$ cat src/rtl/data_bus_arbiter_pkg.sv
// Shared types and defaults for the two-master data bus arbiter.
package data_bus_arbiter_pkg;

    typedef enum logic [1:0] {
        IDLE    = 2'd0,
        BUSY_M0 = 2'd1,
        BUSY_M1 = 2'd2
    } arb_state_t;

    localparam int          DEFAULT_TIMEOUT_CYCLES = 255;
    localparam logic [31:0] DEFAULT_ERR_RDATA      = 32'hDEAD_BEEF;

endpackage

$ cat src/rtl/bus_watchdog.sv
// Saturating cycle counter that flags a transaction stuck waiting on the slave.
module bus_watchdog
    import data_bus_arbiter_pkg::*;
#(
    parameter int TIMEOUT_CYCLES = DEFAULT_TIMEOUT_CYCLES
) (
    input  logic clk_i,
    input  logic resetn_i,
    input  logic clear,
    input  logic enable,
    output logic expired
);

    // Wide enough to hold TIMEOUT_CYCLES-1, which is the highest value ever reached.
    localparam int           CW    = (TIMEOUT_CYCLES > 1) ? $clog2(TIMEOUT_CYCLES) : 1;
    localparam logic [CW-1:0] LIMIT = CW'(TIMEOUT_CYCLES - 1);

    logic [CW-1:0] count;

    // Count waiting cycles, holding at the limit instead of wrapping.
    always_ff @(posedge clk_i or negedge resetn_i) begin
        if (!resetn_i) begin
            count <= '0;
        end else if (clear) begin
            count <= '0;
        end else if (enable && (count != LIMIT)) begin
            count <= count + 1'b1;
        end
    end

    assign expired = (count == LIMIT);

endmodule

$ cat src/rtl/data_bus_arbiter.sv
// Round-robin arbiter sharing one data memory port between two masters,
// with a watchdog that force-completes transactions the slave never answers.
module data_bus_arbiter
    import data_bus_arbiter_pkg::*;
#(
    parameter int          TIMEOUT_CYCLES = DEFAULT_TIMEOUT_CYCLES,
    parameter logic [31:0] ERR_RDATA      = DEFAULT_ERR_RDATA
) (
    input  logic        clk_i,
    input  logic        resetn_i,

    input  logic        m0_req_i,
    input  logic        m0_we_i,
    input  logic [3:0]  m0_be_i,
    input  logic [31:0] m0_addr_i,
    input  logic [31:0] m0_wd_i,
    output logic [31:0] m0_rd_o,
    output logic        m0_ready_o,
    output logic        m0_err_o,

    input  logic        m1_req_i,
    input  logic        m1_we_i,
    input  logic [3:0]  m1_be_i,
    input  logic [31:0] m1_addr_i,
    input  logic [31:0] m1_wd_i,
    output logic [31:0] m1_rd_o,
    output logic        m1_ready_o,
    output logic        m1_err_o,

    output logic        slave_req_o,
    output logic        slave_we_o,
    output logic [3:0]  slave_be_o,
    output logic [31:0] slave_addr_o,
    output logic [31:0] slave_wd_o,
    input  logic [31:0] slave_rd_i,
    input  logic        slave_ready_i,

    output logic [1:0]  grant_o
);

    arb_state_t  state;
    logic        favour_m1;
    logic        busy;
    logic        expired;
    logic        txn_done;
    logic        timed_out;
    logic [31:0] resp_rd;

    assign busy      = (state != IDLE);
    assign txn_done  = busy && (slave_ready_i || expired);
    assign timed_out = busy && !slave_ready_i && expired;
    assign resp_rd   = slave_ready_i ? slave_rd_i : ERR_RDATA;

    bus_watchdog #(
        .TIMEOUT_CYCLES(TIMEOUT_CYCLES)
    ) u_watchdog (
        .clk_i    (clk_i),
        .resetn_i (resetn_i),
        .clear    (!busy),
        .enable   (busy && !slave_ready_i),
        .expired  (expired)
    );

    // Grant the bus from IDLE (round-robin on contention) and release it on completion;
    // the pointer always moves to favour the master that was not just granted.
    always_ff @(posedge clk_i or negedge resetn_i) begin
        if (!resetn_i) begin
            state     <= IDLE;
            favour_m1 <= 1'b0;
        end else begin
            case (state)
                IDLE: begin
                    if (m0_req_i && m1_req_i) begin
                        state     <= favour_m1 ? BUSY_M1 : BUSY_M0;
                        favour_m1 <= !favour_m1;
                    end else if (m0_req_i) begin
                        state     <= BUSY_M0;
                        favour_m1 <= 1'b1;
                    end else if (m1_req_i) begin
                        state     <= BUSY_M1;
                        favour_m1 <= 1'b0;
                    end
                end
                BUSY_M0, BUSY_M1: begin
                    if (txn_done) begin
                        state <= IDLE;
                    end
                end
                default: begin
                    state <= IDLE;
                end
            endcase
        end
    end

    assign grant_o     = {state == BUSY_M1, state == BUSY_M0};
    assign slave_req_o = busy;

    assign slave_we_o   = (state == BUSY_M1) ? m1_we_i   : m0_we_i;
    assign slave_be_o   = (state == BUSY_M1) ? m1_be_i   : m0_be_i;
    assign slave_addr_o = (state == BUSY_M1) ? m1_addr_i : m0_addr_i;
    assign slave_wd_o   = (state == BUSY_M1) ? m1_wd_i   : m0_wd_i;

    assign m0_ready_o = (state == BUSY_M0) && txn_done;
    assign m1_ready_o = (state == BUSY_M1) && txn_done;
    assign m0_err_o   = (state == BUSY_M0) && timed_out;
    assign m1_err_o   = (state == BUSY_M1) && timed_out;
    assign m0_rd_o    = m0_ready_o ? resp_rd : 32'd0;
    assign m1_rd_o    = m1_ready_o ? resp_rd : 32'd0;

endmodule

$ cat config.mk
export PLATFORM = sky130hd
export DESIGN_NAME = data_bus_arbiter
export DESIGN_NICKNAME = d
export VERILOG_FILES = /design/src/rtl/data_bus_arbiter_pkg.sv /design/src/rtl/bus_watchdog.sv /design/src/rtl/data_bus_arbiter.sv
export SDC_FILE = /design/constraint.sdc
export NUM_CORES = 1
export LEC_CHECK = 0
export ABC_AREA = 0
export CORE_AREA = 10 10 113 115
export CTS_CLUSTER_DIAMETER = 100
export DETAILED_ROUTE_END_ITERATION = 16
export DIE_AREA = 0 0 123 125
export PLACE_DENSITY = 0.82
export SYNTH_ARGS = -nofsm -noshare
export SYNTH_HDL_FRONTEND = slang
export SYNTH_HIERARCHICAL = 1
export SYNTH_SLANG_ARGS = --single-unit
$ cat constraint.sdc
create_clock -name clk_i -period 1.8 [get_ports clk_i]
set_input_delay 0.27 -clock clk_i [delete_from_list [all_inputs] [get_ports clk_i]]
set_output_delay 0.27 -clock clk_i [all_outputs]
set_load 0.01 [all_outputs]
==> results.py, run 1 <==
metrics = {
    "placement": {
        "place.gp.congestion": 0.959,
        "dp_cells": 734,
        "dp_slack_ps": -559,
        "place_hpwl_um": 13700,
        "port_buffers": 314,
    },
    "global_route": {
        "grtUsageTotal": 0.217,
        "antenna_found_initial": 1,
        "grt_pass1_wl_um": 25800,
        "grt_pass1_vias": 3868,
        "grt_max_degree": 33,
        "grt-ovfl-total": 0,
    },
    "sta": {
        "drv_slew": 0,
        "timing.fmax_mhz": 481,
        "max_slew.worst_pin.slew_ps": 512,
        "min_period_ps": 2080,
        "finalCritPeriodShare": 1.16,
        "finalHoldViolCount": 0,
        "hold_ws_ps": 363,
        "rsz0062_at_grt": "yes",
        "worst_clock_skew_ps": 0.493,
        "finalSetupViolCount": 137,
        "max-slew-margin-rel": 0.658,
        "setup_slack_ps": -280,
        "fin_setup_tns_ps": -26580,
    },
    "synth": {
        "ys_seq_area_frac": 0.128,
        "synth_area_leaders": "mux2_2 (38%), dfrtp_1 (13%), nor2_1 (13%)",
        "synthFlopType": "dfrtp_1",
        "yosysUniqueCellTypes": 34,
        "synth_cells": 267,
        "yosysMostFrequentCell": "nor2_1",
        "synth_common_cells": "nor2_1 (73), mux2_2 (72), nor2b_1 (29)",
        "synth-edff-count": 0,
        "synth_area_um2": 2140,
        "syn_avg_cell_area_um2": 8.03,
        "yosys.area.top_type": "mux2_2",
        "yosys_warnings": 6,
        "ys_ff_latch": 11,
        "synth.top_cell.area_share": 0.378,
        "synth_nets": 448,
        "async_flop_share": 1.00,
    },
    "route": {
        "totalWireLength_um": 19300,
        "drt_first_iter_violations": 181,
        "drc": 0,
        "num_vias": 3781,
        "antenna_left": 0,
        "wire_per_inst_um": 24.3,
        "drt-vias-per-instance": 4.76,
        "drt-pass1-iter-count": 4,
    },
    "worst_setup_path": {
        "r2r_cells": 9,
        "cp-end-kind": "output port",
        "crit_path_start_kind": "flip-flop",
        "worstPathArrival_ps": 1810,
        "crit_fanout": 8,
        "cp_data_required_time_ps": 1530,
        "regToRegSetupSlack_ps": -60,
        "endpoint": "m1_rd_o[23]",
        "r2r_start": "state[0]",
        "r2r_end": "u_watchdog/count[3]",
        "setup.worst_path.start": "u_watchdog/count[0]",
        "path_class": "reg -> out",
    },
    "layout": {
        "nNetsFinal": 835,
        "drive_gt1_frac": 0.573,
        "instances_no_fill": 794,
        "syn2layout_area_growth_pct": 229,
    },
    "clock_tree": {
        "ctsHtreeMaxLevel": 1,
        "ctsLongestPathBuffers": 2,
        "clk_latency_ps": 250,
        "clk_pin_slew_ps": 50,
        "clock_sinks": 11,
        "cts_root_buf": "clkbuf_8",
        "cts_tree": "done",
        "cts_buffers": 3,
    },
    "die": {
        "die_w_um": 123,
        "die_area_um2": 15400,
        "core_um2": 10600,
        "dieHeight_um": 125,
        "rows": 38,
        "start_util": 0.202,
        "pin_count": 315,
    },
    "pwr": {
        "power.total_w": 0.00706,
        "power_density_nw_per_um2": 1000,
        "leakage_nw": 3.18,
        "max-vdd-ir-drop_uv": 680,
    },
    "job": {
        "drv_cap": 0,
    },
    "run_status": {
        "outcome": "finished, violations left",
        "violations": "setup timing",
    },
    "worst_hold_path": {
        "hold_path.class": "in -> async",
    },
}
[cell type report]
class | count | area [um^2]
clock buffers | 4 | 45.0
fillers | 770 | 3550
diodes | 1 | 2.50
repair buffers | 394 | 4030
well taps | 140 | 175
multi-input cells | 237 | 2500
flip-flops and latches | 11 | 275
inverters | 7 | 31.3
[timing repair]
item / in CTS / in global routing
endpoints found under the setup margin: 144 / 143
gates resized for setup: 742 / 172
pin swaps: 42 / 22
gates cloned: 9 / 1
hold buffers: 0 / 0
buffers inserted: 33 / 17
[critical path, stage by stage, from the launching register on]
cell     delay, ps
dfrtp_1        390
inv_2           80
ha_4           140
nand3_4         80
nor2_4         110
o21ba_4        190
buf_12         170
nand2_8        120
nor2_1         120
buf_2          150
[flip-flops by register name (all words and copies together), names as in the netlist]
register,count
u_watchdog/count,8
state,2
favour_m1,1
[power by group]
group          internal, W  switching (W)  total [W]
Sequential        0.000302      0.0000555   0.000358
Clock             0.000157       0.000105   0.000262
Combinational      0.00379        0.00265    0.00644
[cells in the final DEF (no fill, tap or decap), drive strengths merged, types with 4 or more instances in the layout]
cell type,netlist,layout
dfrtp,11,11
mux2,73,73
nor2,73,73
nand2,13,20
a21oi,5,5
and3,4,4
ha,6,6
inv,7,6
a31oi,4,4
buf,16,216
nor2b,29,29
clkdlybuf4s50,0,174
clkbuf,3,6
nand3,4,4
[worst min path at each step]
stage	startpoint	endpoint	slack, ps	depth (start not counted)
floorplan	resetn_i	favour_m1	-30	0
global placement	favour_m1	favour_m1	500	1
detailed placement	favour_m1	favour_m1	520	1
CTS	resetn_i	u_watchdog/count[6]	380	1
global route	resetn_i	u_watchdog/count[2]	430	1
finish	resetn_i	u_watchdog/count[5]	360	1
[per-layer routing]
metal,up-vias,wire [um],GRT usage
met3,21,1670,0.0608
met5,-,0,0
met1,1858,7360,0.252
met2,205,9950,0.384
li1,1697,-,-
met4,0,342,0.0439
[stage by stage]
stage	cell area, um^2	utilization
4_1_cts	6250	0.589
6_report	7050	0.665
5_1_grt	7050	0.665
3_3_place_gp	5580	0.526
3_5_place_dp	5580	0.526
2_1_floorplan	2150	-
[cells by family after synthesis]
group | after synthesis | synth area share
AND/OR/NAND/NOR | 129 | 0.286
multiplexers | 74 | 0.390
buffers and inverters | 26 | 0.0904
AO/OA/AOI/OAI | 21 | 0.0700
flip-flops | 11 | 0.128
adder cells (fa/ha/maj) | 6 | 0.0350
Note: power is estimated with default switching activity, not from simulation.
==> run 2: changes to the inputs <==
Settings changed: PLACE_DENSITY 0.82 to 0.75.
==> run 2 against run 1 <==
The flow still finishes with violations (setup timing). Sequential share of layout area shrank 0.10 points. Total power grew 2.3%. Final cell count is 1.5% higher. Routed wire length is 7.2% higher.
==> results.py, run 2 (synthesis results as in run 1) <==
metrics = {
    "run_status": {
        "outcome": "finished, violations left",
        "violations": "setup timing",
    },
    "route": {
        "antenna_left": 0,
        "num_vias": 3837,
        "wire_per_inst_um": 25.7,
        "drt-pass1-iter-count": 4,
        "drt_first_iter_violations": 180,
        "drt-vias-per-instance": 4.76,
        "drc": 0,
        "totalWireLength_um": 20700,
    },
    "layout": {
        "syn2layout_area_growth_pct": 239,
        "regMostFlops": "u_watchdog/count",
        "fill_cells": 758,
        "design_area_um2": 7270,
        "final_common_cell": "clkdlybuf4s50_1",
        "final_cell_mix": "clkdlybuf4s50_1 (174), buf_6 (149), mux2_4 (69), nor2_4 (40), buf_4 (32)",
        "drive_gt1_frac": 0.592,
        "largest_reg_flops": 8,
        "nNetsFinal": 848,
        "reg_top3": "u_watchdog/count x8, state x2, favour_m1 x1",
        "n_antenna_cell": 0,
        "instances_no_fill": 806,
    },
    "global_route": {
        "met1_usage": 0.226,
        "grt_max_degree": 24,
        "grt_pass1_vias": 3941,
        "grt_pass1_wl_um": 26500,
        "grtUsageTotal": 0.226,
        "grt-ovfl-total": 0,
        "met3_usage": 0.0689,
        "antenna_found_initial": 0,
        "grt-busiest-layer": "met2",
        "use_met2": 0.449,
    },
    "clock_tree": {
        "ctsHtreeMaxLevel": 1,
        "clock_sinks": 11,
        "clk_latency_ps": 250,
        "cts_tree": "done",
        "ctsLongestPathBuffers": 2,
        "clk_pin_slew_ps": 50,
        "cts_hold_buf": 0,
        "cts_root_buf": "clkbuf_8",
        "cts_buffers": 3,
    },
    "worst_setup_path": {
        "r2r_end": "u_watchdog/count[3]",
        "cp-end-kind": "output port",
        "r2r_cells": 9,
        "regToRegSetupSlack_ps": -50,
        "path_class": "reg -> out",
        "worstPathArrival_ps": 1930,
        "cp_data_required_time_ps": 1530,
        "crit_fanout": 8,
        "r2r_start": "state[0]",
        "crit_path_start_kind": "flip-flop",
    },
    "placement": {
        "port_buffers": 314,
        "place.gp.congestion": 0.954,
        "dp_cells": 728,
        "dpl_cell_area_um2": 5520,
        "place_hpwl_um": 14000,
    },
    "die": {
        "core_um2": 10600,
        "pin_count": 315,
        "start_util": 0.202,
        "rows": 38,
        "die_area_um2": 15400,
        "die_w_um": 123,
        "dieHeight_um": 125,
    },
    "pwr": {
        "max-vdd-ir-drop_uv": 592,
        "leakage_nw": 3.26,
        "power_density_nw_per_um2": 993,
    },
    "sta": {
        "fin_setup_tns_ps": -33060,
        "min_period_ps": 2200,
        "finalCritPeriodShare": 1.22,
        "max_slew.worst_pin.slew_ps": 528,
        "worst_clock_skew_ps": 0.542,
        "finalSetupViolCount": 137,
        "rsz0062_at_grt": "yes",
        "setup_slack_ps": -402,
        "finalHoldViolCount": 0,
        "timing.fmax_mhz": 454,
        "max-slew-margin-rel": 0.647,
        "drv_slew": 0,
    },
    "worst_hold_path": {
        "hold_path.class": "in -> async",
    },
    "job": {
        "drv_cap": 0,
    },
}
run 2: cell count changes in the layout (fill, tap and decap cells not counted), sizes merged:
| cell | delta |
|---|---|
| buf | +15 |
| diode | -1 |
| dlygate4sd2 | +1 |
| clkbuf | -1 |
| nand2 | -1 |
| clkdlybuf4s15 | -2 |
| inv | +1 |
run 2: layout make-up:
type / count / area, um^2 / share of cell area
inverters: 7 / 26.3 / 0.00361
clock inverters: 1 / 5.00 / 0.000688
multi-input cells: 236 / 2500 / 0.344
flip-flops and latches: 11 / 277 / 0.0380
repair buffers: 408 / 4250 / 0.584
well taps: 140 / 175 / 0.0241
clock buffers: 3 / 41.3 / 0.00568
run 2: worst max path at each step:
| stage | startpoint | endpoint | slack (ps) |
|---|---|---|---|
| after floorplan | u_watchdog/count[0] | m0_rd_o[18] | 30 |
| after global placement | u_watchdog/count[0] | m1_rd_o[5] | -500 |
| after detailed placement | u_watchdog/count[0] | m1_rd_o[2] | -590 |
| after CTS | u_watchdog/count[0] | m1_rd_o[22] | -390 |
| after global routing | u_watchdog/count[0] | m1_rd_o[17] | -460 |
| final | state[0] | m0_rd_o[3] | -400 |
run 2: critical path, cell delays in order, from the launching register on:
cell and delay, ps:
dfrtp_1 380, inv_2 70, buf_6 120, ha_1 190, o21ba_4 260, buf_12 190
nand2_8 130, buf_6 150, nor2_4 80, buf_6 110
run 2: power by group:
group / internal, W / total (W) / switching [W] / leakage, nW
clock network: 0.000153 / 0.000262 / 0.000108 / 0.0255
registers: 0.000304 / 0.000361 / 0.0000574 / 0.146
logic: 0.00388 / 0.00660 / 0.00272 / 3.08
total: 0.00434 / 0.00723 / 0.00288 / 3.26
run 2: stage by stage:
step	setup slack, ps	total power (W)	utilization	hold slack, ps
after CTS	-389	0.00630	0.605	380
after global routing	-463	0.00752	0.686	432
after global placement	-505	0.00425	0.521	502
after detailed placement	-591	0.00431	0.521	514
after floorplan	25.5	0.00225	-	-25.6
final	-402	0.00723	0.686	369
run 2: routing by layer:
layer | vias to the layer above | part of all wire
li1 | 1725 | -
met1 | 1901 | 0.34
met2 | 181 | 0.55
met3 | 30 | 0.083
met4 | 0 | 0.028
met5 | - | 0
run 2: timing repair:
action	4_1_cts	5_1_grt
cloned	11	3
endpoints found under the hold margin	0	0
setup endpoints to repair	144	143
setup buffers	52	17
pin swaps	43	17
gates resized for setup	746	206
==> run 3: changes to the inputs <==
Settings changed: CORE_AREA 10 10 113 115 to 10 10 114 116, DIE_AREA 0 0 123 125 to 0 0 124 126, PLACE_DENSITY 0.75 to 0.71, RECOVER_POWER set to 25.
Clock period 1.8 ns to 2.7 ns, I/O delays scaled along.
==> run 3 against run 2 <==
The run now ends clean. Die area increased by 1.6%. Non-clock buffer count decreased by 81. Core utilization decreased by 18 points. Worst hold slack improved by 150 ps. Register-to-register slack improved by 710 ps. Routed wire length decreased by 20%. Clock power decreased by 37%. Sequential share of layout area increased by 1.3 points. Flip-flop and latch count unchanged. Combinational power decreased by 61%. Final cell count decreased by 10%. Total power decreased by 59%. Critical path type unchanged.
==> results.py, run 3 (synthesis results as in run 1) <==
metrics = {
    "worst_hold_path": {
        "min_from": "favour_m1",
        "whs_endpoint": "favour_m1",
        "hold_path.class": "reg -> reg",
        "holdPathStages": 1,
    },
    "worst_setup_path": {
        "r2r_start": "state[1]",
        "path_class": "reg -> out",
        "crit_path_start_kind": "flip-flop",
        "cp_data_required_time_ps": 2300,
        "regToRegSetupSlack_ps": 660,
        "cp-end-kind": "output port",
        "crit_fanout": 18,
        "r2r_end": "u_watchdog/count[3]",
        "r2r_cells": 7,
        "worstPathArrival_ps": 2180,
    },
    "die": {
        "die_area_um2": 15600,
        "die_w_um": 124,
        "rows": 38,
        "dieHeight_um": 126,
        "start_util": 0.200,
        "core_um2": 10700,
        "pin_count": 315,
    },
    "layout": {
        "reg_top3": "u_watchdog/count x8, state x2, favour_m1 x1",
        "drive_gt1_frac": 0.194,
        "instances_no_fill": 724,
        "largest_reg_flops": 8,
        "nNetsFinal": 763,
        "syn2layout_area_growth_pct": 151,
        "final_cell_mix": "clkdlybuf4s50_1 (243), mux2_2 (72), nor2_1 (70), dlygate4sd2_1 (45), nor2b_1 (29)",
        "regMostFlops": "u_watchdog/count",
        "final_common_cell": "clkdlybuf4s50_1",
    },
    "placement": {
        "port_buffers": 314,
        "place.gp.congestion": 0.947,
        "place_hpwl_um": 14200,
        "dp_slack_ps": 39.7,
        "dp_cells": 710,
    },
    "sta": {
        "max_slew.worst_pin.slew_ps": 708,
        "timing.fmax_mhz": 387,
        "fin_setup_tns_ps": 0,
        "min_period_ps": 2580,
        "rsz0062_at_grt": "no",
        "drv_slew": 0,
        "worst_clock_skew_ps": 2.22,
        "finalHoldViolCount": 0,
        "finalSetupViolCount": 0,
        "finalCritPeriodShare": 0.956,
        "setup_slack_ps": 118,
        "max-slew-margin-rel": 0.528,
    },
    "pwr": {
        "leakage_nw": 2.42,
        "power.total_w": 0.00297,
        "power_density_nw_per_um2": 551,
        "max-vdd-ir-drop_uv": 395,
    },
    "clock_tree": {
        "clk_latency_ps": 240,
        "ctsLongestPathBuffers": 2,
        "cts_buffers": 3,
        "cts_root_buf": "clkbuf_8",
        "clk_pin_slew_ps": 50,
        "clock_sinks": 11,
        "cts_tree": "done",
        "ctsHtreeMaxLevel": 1,
        "cts_hold_buf": 0,
    },
    "route": {
        "drt-pass1-iter-count": 4,
        "antenna_left": 0,
        "wire_per_inst_um": 22.8,
        "drt-vias-per-instance": 4.53,
        "drc": 0,
        "drt_first_iter_violations": 127,
        "num_vias": 3278,
        "totalWireLength_um": 16500,
    },
    "job": {
        "drv_cap": 0,
    },
    "global_route": {
        "antenna_found_initial": 5,
        "grt-ovfl-total": 0,
        "grt_pass1_wl_um": 22900,
        "grt_pass1_vias": 3420,
        "grtUsageTotal": 0.193,
        "grt_max_degree": 33,
    },
    "run_status": {
        "outcome": "complete, no violations",
    },
}
run 3: metal layers:
metal  track usage  part of all wire  wire (um)  up-vias
met5             0            0.0016         27        -
met4        0.0603             0.016        266        4
met3        0.0970              0.14       2230       18
met2         0.337              0.50       8290      186
met1         0.196              0.34       5690     1519
li1              -                 -          -     1551
run 3: power by group:
| part | internal [W] | switching [W] | leakage (nW) | total (W) |
|---|---|---|---|---|
| registers | 0.000201 | 0.0000387 | 0.147 | 0.000240 |
| clock network | 0.000104 | 0.0000613 | 0.0228 | 0.000165 |
| logic | 0.00143 | 0.00114 | 2.25 | 0.00257 |
run 3: worst max-delay path by stage:
| stage | cells past startpoint | end | from |
|---|---|---|---|
| 4_1_cts | 9 | m1_ready_o | u_watchdog/count[0] |
| 3_5_place_dp | 8 | m0_rd_o[7] | u_watchdog/count[0] |
| 6_report | 5 | slave_be_o[0] | state[0] |
| 3_3_place_gp | 8 | m0_rd_o[7] | u_watchdog/count[0] |
| 2_1_floorplan | 8 | m0_rd_o[18] | u_watchdog/count[0] |
| 5_1_grt | 9 | m0_rd_o[21] | u_watchdog/count[0] |
run 3: final cells by class:
cell class                 count  area, um^2
tap                          140         175
fill                        1058        5310
inverter                       7        26.3
clock buffer                   4        45.0
sequential                    11         275
timing repair buffer         327        3130
multi-input combinational    232        1730
antenna                        3        7.51
run 3: timing repair:
| item | in CTS | in global routing |
|---|---|---|
| gates resized for setup | 67 | 39 |
| buffers inserted | 3 | 2 |
| endpoints found under the setup margin | 66 | 48 |
| gates cloned | 2 | 0 |
| pin swaps | 3 | 1 |
| hold endpoints to repair | 0 | 0 |
run 3: critical path, stage by stage, from the launching register on:
cell	delay [ps]
dfrtp_1	400
inv_1	170
ha_4	220
buf_12	170
mux2_2	340
dlygate4sd3_1	630
run 3: stage by stage:
stage               hold slack, ps  cell area [um^2]   util
floorplan                      109              2140      -
global placement               492              5390  0.504
detailed placement             514              5390  0.504
CTS                            521              5450  0.509
global route                   563              5390  0.504
finish                         519              5390  0.504
